<file path="src/rtl/fetch_pkg.sv">
`default_nettype none
// ============================================================================
// Module      : fetch_pkg
// Description : Shared types and constants for the MIPS IF stage.
// Revision    : 1.0 - initial release
// ============================================================================
package fetch_pkg;

  typedef enum logic [1:0] {
    S_ISSUE = 2'd0,
    S_WAIT  = 2'd1,
    S_HOLD  = 2'd2
  } fetch_state_t;

  localparam logic [31:0] c_NOP_INSTR = 32'h0000_0000;
  localparam logic [31:0] c_RESET_PC  = 32'h0040_0000;

endpackage
`default_nettype wire

</file>
<file path="src/rtl/fetch_unit.sv">
`default_nettype none
// ============================================================================
// Module      : fetch_unit
// Description : IF stage; single-outstanding imem fetch feeding decode.
// Revision    : 1.0 - initial release
// ============================================================================
module fetch_unit
  import fetch_pkg::*;
#(
  parameter logic [31:0] RESET_PC  = c_RESET_PC,
  parameter logic [31:0] NOP_INSTR = c_NOP_INSTR
) (
  input  logic        CLK,
  input  logic        RESET,
  input  logic        FLUSH,
  input  logic [31:0] Flush_PC_IN,
  input  logic [31:0] Alt_PC_IN,
  input  logic        Request_Alt_PC_IN,
  input  logic        WANT_FREEZE_IN,
  output logic        Imem_Req_OUT,
  output logic [31:0] Imem_Addr_OUT,
  input  logic        Imem_Valid_IN,
  input  logic [31:0] Imem_Data_IN,
  output logic [31:0] Instr1_OUT,
  output logic [31:0] Instr1_PC_OUT,
  output logic [31:0] Instr1_PC_Plus4_OUT,
  output logic        Fetch_Busy_OUT
);

  fetch_state_t r_state, w_state;
  logic [31:0]  r_pc_next, w_pc_next;
  logic [31:0]  r_req_pc, w_req_pc;
  logic         r_squash, w_squash;
  logic         r_redir_pend, w_redir_pend;
  logic [31:0]  r_redir_pc, w_redir_pc;
  logic [31:0]  r_instr, w_instr;
  logic [31:0]  r_pc, w_pc;
  logic [31:0]  r_pc4, w_pc4;

  logic [31:0]  w_alt_pc;
  logic [31:0]  w_flush_pc;
  logic [31:0]  w_fetch_pc;
  logic         w_deliver;
  logic         w_issue;

  assign w_alt_pc   = Alt_PC_IN & ~32'h3;
  assign w_flush_pc = Flush_PC_IN & ~32'h3;

  // A same-cycle redirect steers the issue itself, so only the request
  // already in flight survives as the delay slot.
  assign w_fetch_pc = Request_Alt_PC_IN ? w_alt_pc :
                      r_redir_pend      ? r_redir_pc : r_pc_next;

  assign w_deliver = (r_state == S_WAIT) && Imem_Valid_IN && !r_squash;
  assign w_issue   = !RESET && !FLUSH && !WANT_FREEZE_IN &&
                     ((r_state == S_ISSUE) || w_deliver);

  assign Imem_Req_OUT        = w_issue;
  assign Imem_Addr_OUT       = w_fetch_pc;
  assign Instr1_OUT          = r_instr;
  assign Instr1_PC_OUT       = r_pc;
  assign Instr1_PC_Plus4_OUT = r_pc4;
  assign Fetch_Busy_OUT      = (r_state == S_WAIT);

  always_comb begin
    w_state      = r_state;
    w_pc_next    = r_pc_next;
    w_req_pc     = r_req_pc;
    w_squash     = r_squash;
    w_redir_pend = r_redir_pend;
    w_redir_pc   = r_redir_pc;
    w_instr      = r_instr;
    w_pc         = r_pc;
    w_pc4        = r_pc4;

    if (FLUSH) begin
      w_instr      = NOP_INSTR;
      w_pc_next    = w_flush_pc;
      w_redir_pend = 1'b0;
      if ((r_state == S_WAIT) && !Imem_Valid_IN) begin
        w_squash = 1'b1;
      end else begin
        w_squash = 1'b0;
        w_state  = S_ISSUE;
      end
    end else begin
      if (Request_Alt_PC_IN && WANT_FREEZE_IN) begin
        w_redir_pend = 1'b1;
        w_redir_pc   = w_alt_pc;
      end else if (Request_Alt_PC_IN) begin
        w_pc_next    = w_alt_pc;
        w_redir_pend = 1'b0;
      end

      case (r_state)
        S_ISSUE: begin
          if (!WANT_FREEZE_IN) w_instr = NOP_INSTR;
        end
        S_WAIT: begin
          if (Imem_Valid_IN && r_squash) begin
            w_squash = 1'b0;
            w_instr  = NOP_INSTR;
            w_state  = S_ISSUE;
          end else if (Imem_Valid_IN) begin
            w_instr = Imem_Data_IN;
            w_pc    = r_req_pc;
            w_pc4   = r_req_pc + 32'd4;
            if (WANT_FREEZE_IN) w_state = S_HOLD;
          end else if (!WANT_FREEZE_IN) begin
            w_instr = NOP_INSTR;
          end
        end
        S_HOLD: begin
          if (!WANT_FREEZE_IN) w_state = S_ISSUE;
        end
        default: w_state = S_ISSUE;
      endcase

      if (w_issue) begin
        w_req_pc     = w_fetch_pc;
        w_pc_next    = w_fetch_pc + 32'd4;
        w_redir_pend = 1'b0;
        w_state      = S_WAIT;
      end
    end
  end

  always_ff @(posedge CLK) begin
    if (RESET) begin
      r_state      <= S_ISSUE;
      r_pc_next    <= RESET_PC;
      r_req_pc     <= 32'h0;
      r_squash     <= 1'b0;
      r_redir_pend <= 1'b0;
      r_redir_pc   <= 32'h0;
      r_instr      <= NOP_INSTR;
      r_pc         <= 32'h0;
      r_pc4        <= 32'h0;
    end else begin
      r_state      <= w_state;
      r_pc_next    <= w_pc_next;
      r_req_pc     <= w_req_pc;
      r_squash     <= w_squash;
      r_redir_pend <= w_redir_pend;
      r_redir_pc   <= w_redir_pc;
      r_instr      <= w_instr;
      r_pc         <= w_pc;
      r_pc4        <= w_pc4;
    end
  end

endmodule
`default_nettype wire

</file>
<file path="config.mk">
export PLATFORM = sky130hd
export DESIGN_NAME = fetch_unit
export DESIGN_NICKNAME = d
export VERILOG_FILES = /design/src/rtl/fetch_pkg.sv /design/src/rtl/fetch_unit.sv
export SDC_FILE = /design/constraint.sdc
export NUM_CORES = 1
export LEC_CHECK = 0
export CAP_MARGIN = 20
export CORE_MARGIN = 4
export CORE_UTILIZATION = 45
export DETAILED_ROUTE_END_ITERATION = 16
export PLACE_DENSITY_LB_ADDON = 0.1
export SKIP_LAST_GASP = 1
export SLEW_MARGIN = 0
export SYNTH_ARGS = -nofsm -noshare
export SYNTH_HDL_FRONTEND = slang
export SYNTH_SLANG_ARGS = --single-unit
</file>
<file path="constraint.sdc">
create_clock -name CLK -period 3 [get_ports CLK]
set_input_delay 0.45 -clock CLK [delete_from_list [all_inputs] [get_ports CLK]]
set_output_delay 0.45 -clock CLK [all_outputs]
set_load 0.03 [all_outputs]
</file>
==> results of run 1 <==
## logic make-up after synthesis
logic type      count (synthesis)
compound gates                299
xor+xnor                       49
fa+ha+maj                       2
buf+inv                       105
flops                         192
mux                            34
simple gates                  463
## through the flow
stage	hold WS, ps	instance area (um^2)	power, mW	cells
global route	389	12300	6.41	1627
floorplan	417	8970	3.21	1144
CTS	365	12300	6.21	1627
global placement	427	11600	3.61	1595
detailed placement	435	11600	3.62	1595
finish	378	12300	6.19	1627
## registers in the layout, indices dropped and copies added, names as in the netlist
register,flops
Instr1_OUT,32
Instr1_PC_OUT,32
r_pc_next,32
r_req_pc,32
Instr1_PC_Plus4_OUT,30
r_redir_pc,30
r_state,2
r_redir_pend,1
r_squash,1
## layout make-up
class / instances / area (um^2) / share of cell area
Multi-Input combinational cell: 847 / 4660 / 0.380
Sequential cell: 192 / 3850 / 0.314
Timing Repair Buffer: 275 / 2680 / 0.219
Clock buffer: 18 / 439 / 0.0358
Tap cell: 265 / 332 / 0.0270
Clock inverter: 14 / 239 / 0.0195
Inverter: 16 / 60.1 / 0.00490
## report_power, final
group / internal [mW] / total [mW] / switching (mW)
sequential: 2.62 / 2.68 / 0.0557
clock: 1.54 / 2.62 / 1.08
combinational: 0.392 / 0.896 / 0.504
## critical path, delay by kind of cell, from the launching register on
family,cells,cell delay (ps)
multiplexers,2,580
flip-flops,1,460
buffers and inverters,3,950
## cell usage in the layout (no fill, tap or decap), types with 3 or more instances in the layout
cell / netlist / final
nand3_1: 17 / 17
inv_1: 13 / 13
a221o_1: 3 / 3
o21ai_1: 12 / 12
buf_4: 4 / 45
nand2_1: 245 / 245
and3_1: 7 / 7
nor3b_2: 3 / 3
nand2b_1: 4 / 4
xor2_1: 17 / 17
nor2_1: 114 / 113
o211ai_1: 4 / 4
buf_12: 2 / 5
nand4_1: 14 / 14
and4_1: 4 / 4
mux2i_1: 28 / 27
a211oi_1: 19 / 19
a221oi_1: 5 / 5
nor3_1: 27 / 26
o22ai_1: 11 / 11
o21ai_2: 10 / 11
clkbuf_16: 0 / 17
inv_6: 0 / 4
bufinv_16: 0 / 5
o21ai_0: 52 / 51
dfxtp_1: 192 / 191
and2_1: 4 / 4
nor2b_1: 5 / 5
nor4_1: 6 / 6
a21oi_1: 128 / 128
o21a_1: 3 / 3
clkinv_1: 3 / 3
inv_8: 0 / 4
clkdlybuf4s50_1: 0 / 222
xnor2_1: 32 / 32
a31oi_1: 9 / 9
a22oi_1: 32 / 32
## routing by layer
layer  global-route usage  wire length (um)  vias up
met3               0.0650              2160       49
met1                0.323             12000     4141
li1                     -                 -     4355
met4               0.0755               625        2
met2                0.407             13400      332
met5                    0                20        -
## worst paths after layout
| check | start | to | slack [ps] |
|---|---|---|---|
| hold / removal | RESET | r_pc_next[2] | 380 |
| hold reg to reg | r_pc_next[1] | r_pc_next[1] | 450 |
| setup / recovery | r_redir_pend | Imem_Addr_OUT[6] | 110 |
| setup reg to reg | r_redir_pend | r_pc_next[31] | 390 |
## repair_timing
item / CTS / global route
setup endpoints to repair: 1 / 3
gates resized for setup: 1 / 3
cloned: 0 / 0
buffers inserted: 0 / 0
==> results.toml, run 1 <==
[worst_setup_path]
critPathCaptureType = "primary output"
critPathMaxFanout = 24
worstPathCellList = "buf_12 > mux2_4 > mux2i_4 > inv_1 > clkdlybuf4s50_1"
cpPeakStageDelay_ps = 600
crit_required_ps = 2550
worst-r2r-cell-count = 8
critical_path_class = "reg2out"
cp-start-kind = "register"
cp_slowest_cell = "clkdlybuf4s50_1"
arrival_ps = 2440

[drt]
dr.pass1.iters = 5
first_iter_violations = 638
num_vias = 8879
avgViaCountPerCell = 5.46
drc_errors = 0
drt_wl_total_um = 28200
antenna_left = 0
wire_per_inst_um = 17.3

[timing]
grt_setup_unrepaired = "no"
fmax_ghz = 0.346
skew_ps = 11.4
worstMarginPinSlew_ps = 984
setup_tns_ps = 0
setup_slack_ps = 109
period_needed_ps = 2890
relSlewSlack = 0.344
post-route-period-util = 0.964
final-max-slew-violation-count = 0
hold_viol = 0
setup_viol = 0

[cts]
cts_tree = "done"
clk_latency_ps = 440
cts_hold_buffers = 0
numCtsBuffers = 17
htreeDepth = 4
clock-root-buffer = "clkbuf_16"
cts.sinks = 192
clk_pin_slew_ps = 80
cts_max_path_buffers = 2

[run_status]
status = "finished, final reports clean"

[synthesis]
muxShareOfSynthArea = 0.0405
syn_inst = 1144
synth_commonest_cells = "245 x nand2_1, 192 x dfxtp_1, 128 x a21oi_1, 114 x nor2_1, 68 x clkbuf_1"
ys_ff_latch = 192
synth_edf_count = 0
ys_async_sr_fraction = 0
synthAdderAreaFrac = 0.00279
synth_most_common_cell = "nand2_1"
synth_top_cell_by_area = "dfxtp_1"
synthesis.area_mm2 = 0.00897
yosysWarnings = 0
synthXorXnorAreaFrac = 0.0478
syn-num-nets = 1248
synth_top_family_by_area = "simple AND/OR/NAND/NOR gates"
synth_cell_type_count = 64
synth_ff_type = "dfxtp_1"
synth_top_area_share = 0.429
syn_avg_cell_area_um2 = 7.84
synth_compound_area_frac = 0.198
yosysSeqAreaShare = 0.429
synth_area_leaders = "dfxtp_1 43%, nand2_1 10%, a21oi_1 7.1%"
synthSimpleGateAreaFrac = 0.229

[floorplan]
start_util = 0.459
fp.dieW_um = 149
core_area_mm2 = 0.0195
die-area_mm2 = 0.0223
io_pins = 232
rows = 51
die_y_um = 149

[grt]
grt_max_degree = 88
grt_pass1_wl_um = 44800
grt_usage = 0.249
antenna_found_initial = 1
grt_overflow_total = 0
grt_pass1_vias = 8553

[power_and_ir_drop]
power_density_mw_per_mm2 = 504
power.leakage_nw = 4.22
ir_drop_v = 0.000417

[layout]
fillers = 1810
num_antenna_cells = 0
synthToLayoutAreaGrowth_pct = 36.7
final_util = 0.628
finalNetCount = 1453
drive_gt1_frac = 0.0844

[placement]
dp_hpwl_um = 19700
port_buffers = 227
post-place-ws_ps = 242
gp_congestion = 0.840

[run]
max_cap_viol_count = 0

[min_path]
min_path_type = "in2reg"
hold-path-cell-count = 2
(Power assumes the default switching activity.)
==> inputs of run 2 (changes only) <==
CORE_UTILIZATION = 49   (was 45)
==> run 2 against run 1 <==
Critical path type unchanged. Utilization up 4.4 points. Setup slack improved by 34 ps. Global-route usage increased by 1.8 points. Wire length decreased by 1.9%. Final area is 1.5% lower. Critical path depth is the same.
==> results.toml, run 2 (same netlist as run 1, synthesis figures left out) <==
[drt]
drt_wl_total_um = 27700
avgViaCountPerCell = 5.58
num_vias = 8851
wire_per_inst_um = 17.4
dr.pass1.iters = 6
antenna_left = 0
first_iter_violations = 654
drc_errors = 0

[worst_setup_path]
cp-start-kind = "register"
arrival_ps = 2410
critical_path_class = "reg2out"
crit_required_ps = 2550
critPathCaptureType = "primary output"
critPathMaxFanout = 13

[timing]
skew_ps = 14.4
grt_setup_unrepaired = "no"
post-route-period-util = 0.952
whs_ps = 441
setup_viol = 0
final-max-slew-violation-count = 0
worstMarginPinSlew_ps = 758
period_needed_ps = 2860
hold_viol = 0
setup_tns_ps = 0
fmax_ghz = 0.350
relSlewSlack = 0.491

[grt]
grt_use_met1 = 0.346
use_met2 = 0.433
grt_pass1_wl_um = 43700
use_met3 = 0.0735
grt_pass1_vias = 8322
grt_overflow_total = 0
antenna_found_initial = 0
grt_max_degree = 88
grt_usage = 0.267
top_usage_layer = "met2"

[layout]
final_cell_mix = "245 x nand2_1, 222 x clkdlybuf4s50_1, 191 x dfxtp_1"
num_antenna_cells = 0
final_common_cell = "nand2_1"
fillers = 1576
drive_gt1_frac = 0.0795
multi_input_area_mm2 = 0.00466
finalNetCount = 1449
synthToLayoutAreaGrowth_pct = 34.7
ff_latch_area_mm2 = 0.00385

[cts]
htreeDepth = 4
cts_max_path_buffers = 2
cts.sinks = 192
clock-root-buffer = "clkbuf_16"
numCtsBuffers = 17
cts_tree = "done"
clk_pin_slew_ps = 70
cts_hold_buffers = 0
clk_latency_ps = 440

[run]
max_cap_viol_count = 0

[floorplan]
die_y_um = 143
io_pins = 232
start_util = 0.499
core_area_mm2 = 0.0180
fp.dieW_um = 143
rows = 49
die-area_mm2 = 0.0205

[min_path]
min_path_type = "reg2reg"

[placement]
port_buffers = 227
gp_congestion = 0.873
dp_hpwl_um = 19200

[power_and_ir_drop]
power.leakage_nw = 4.15
ir_drop_v = 0.000401
power_density_mw_per_mm2 = 488

[run_status]
status = "finished, final reports clean"
## run 2: changes by cell type in the layout (fill, tap and decap cells not counted), moves of 2 or more
cell | previous run | this run
clkinvlp_4 | 0 | 4
buf_4 | 45 | 42
bufinv_16 | 5 | 2
buf_12 | 5 | 2
inv_6 | 4 | 2
## run 2: layer usage
layer,vias up,wire (um)
met5,-,0
met4,0,592
met3,36,2420
met2,335,13100
met1,4125,11500
li1,4355,-
## run 2: stage by stage
stage	setup WS [ps]	utilization	area, um^2	power (mW)	std cells
final	143	0.672	12100	5.89	1587
after global routing	41.7	0.672	12100	6.11	1587
after CTS	17.6	0.672	12100	5.92	1587
after detailed placement	262	0.638	11500	3.60	1555
after global placement	286	0.638	11500	3.60	1555
after floorplan	68.1	-	8970	3.21	1144
## run 2: what timing repair did
item,CTS,global route
buffers inserted,0,0
gates resized for setup,1,5
endpoints found under the setup margin,8,7
## run 2: area by class of cell
cell class              count  share of cell area
multi-input cells         847               0.386
inverters                  16             0.00497
clock inverters            14              0.0144
repair buffers            271               0.217
clock buffers              18              0.0355
flip-flops and latches    192               0.318
well taps                 229              0.0237
## run 2: power by group
group | switching (mW) | total, mW | internal, mW | leakage [nW]
sequential | 0.0548 | 2.67 | 2.62 | 1.56
clock | 1.07 | 2.34 | 1.26 | 0.284
combinational | 0.500 | 0.881 | 0.382 | 2.30
total | 1.63 | 5.89 | 4.26 | 4.15
## run 2: path summary, 6_finish.rpt
kind / startpoint / to / slack (ps) / cells after the start
hold / removal: r_pc_next[0] / r_pc_next[0] / 440 / 2
hold reg to reg: r_pc_next[0] / r_pc_next[0] / 440 / 2
setup / recovery: r_redir_pend / Imem_Addr_OUT[5] / 140 / 5
setup reg to reg: r_redir_pend / r_pc_next[28] / 360 / 9
## run 2: critical path, cell delays in order (launching register included)
cell	delay, ps
dfxtp_4	480
mux2_1	340
mux2i_1	300
buf_4	210
inv_1	60
clkdlybuf4s50_1	590
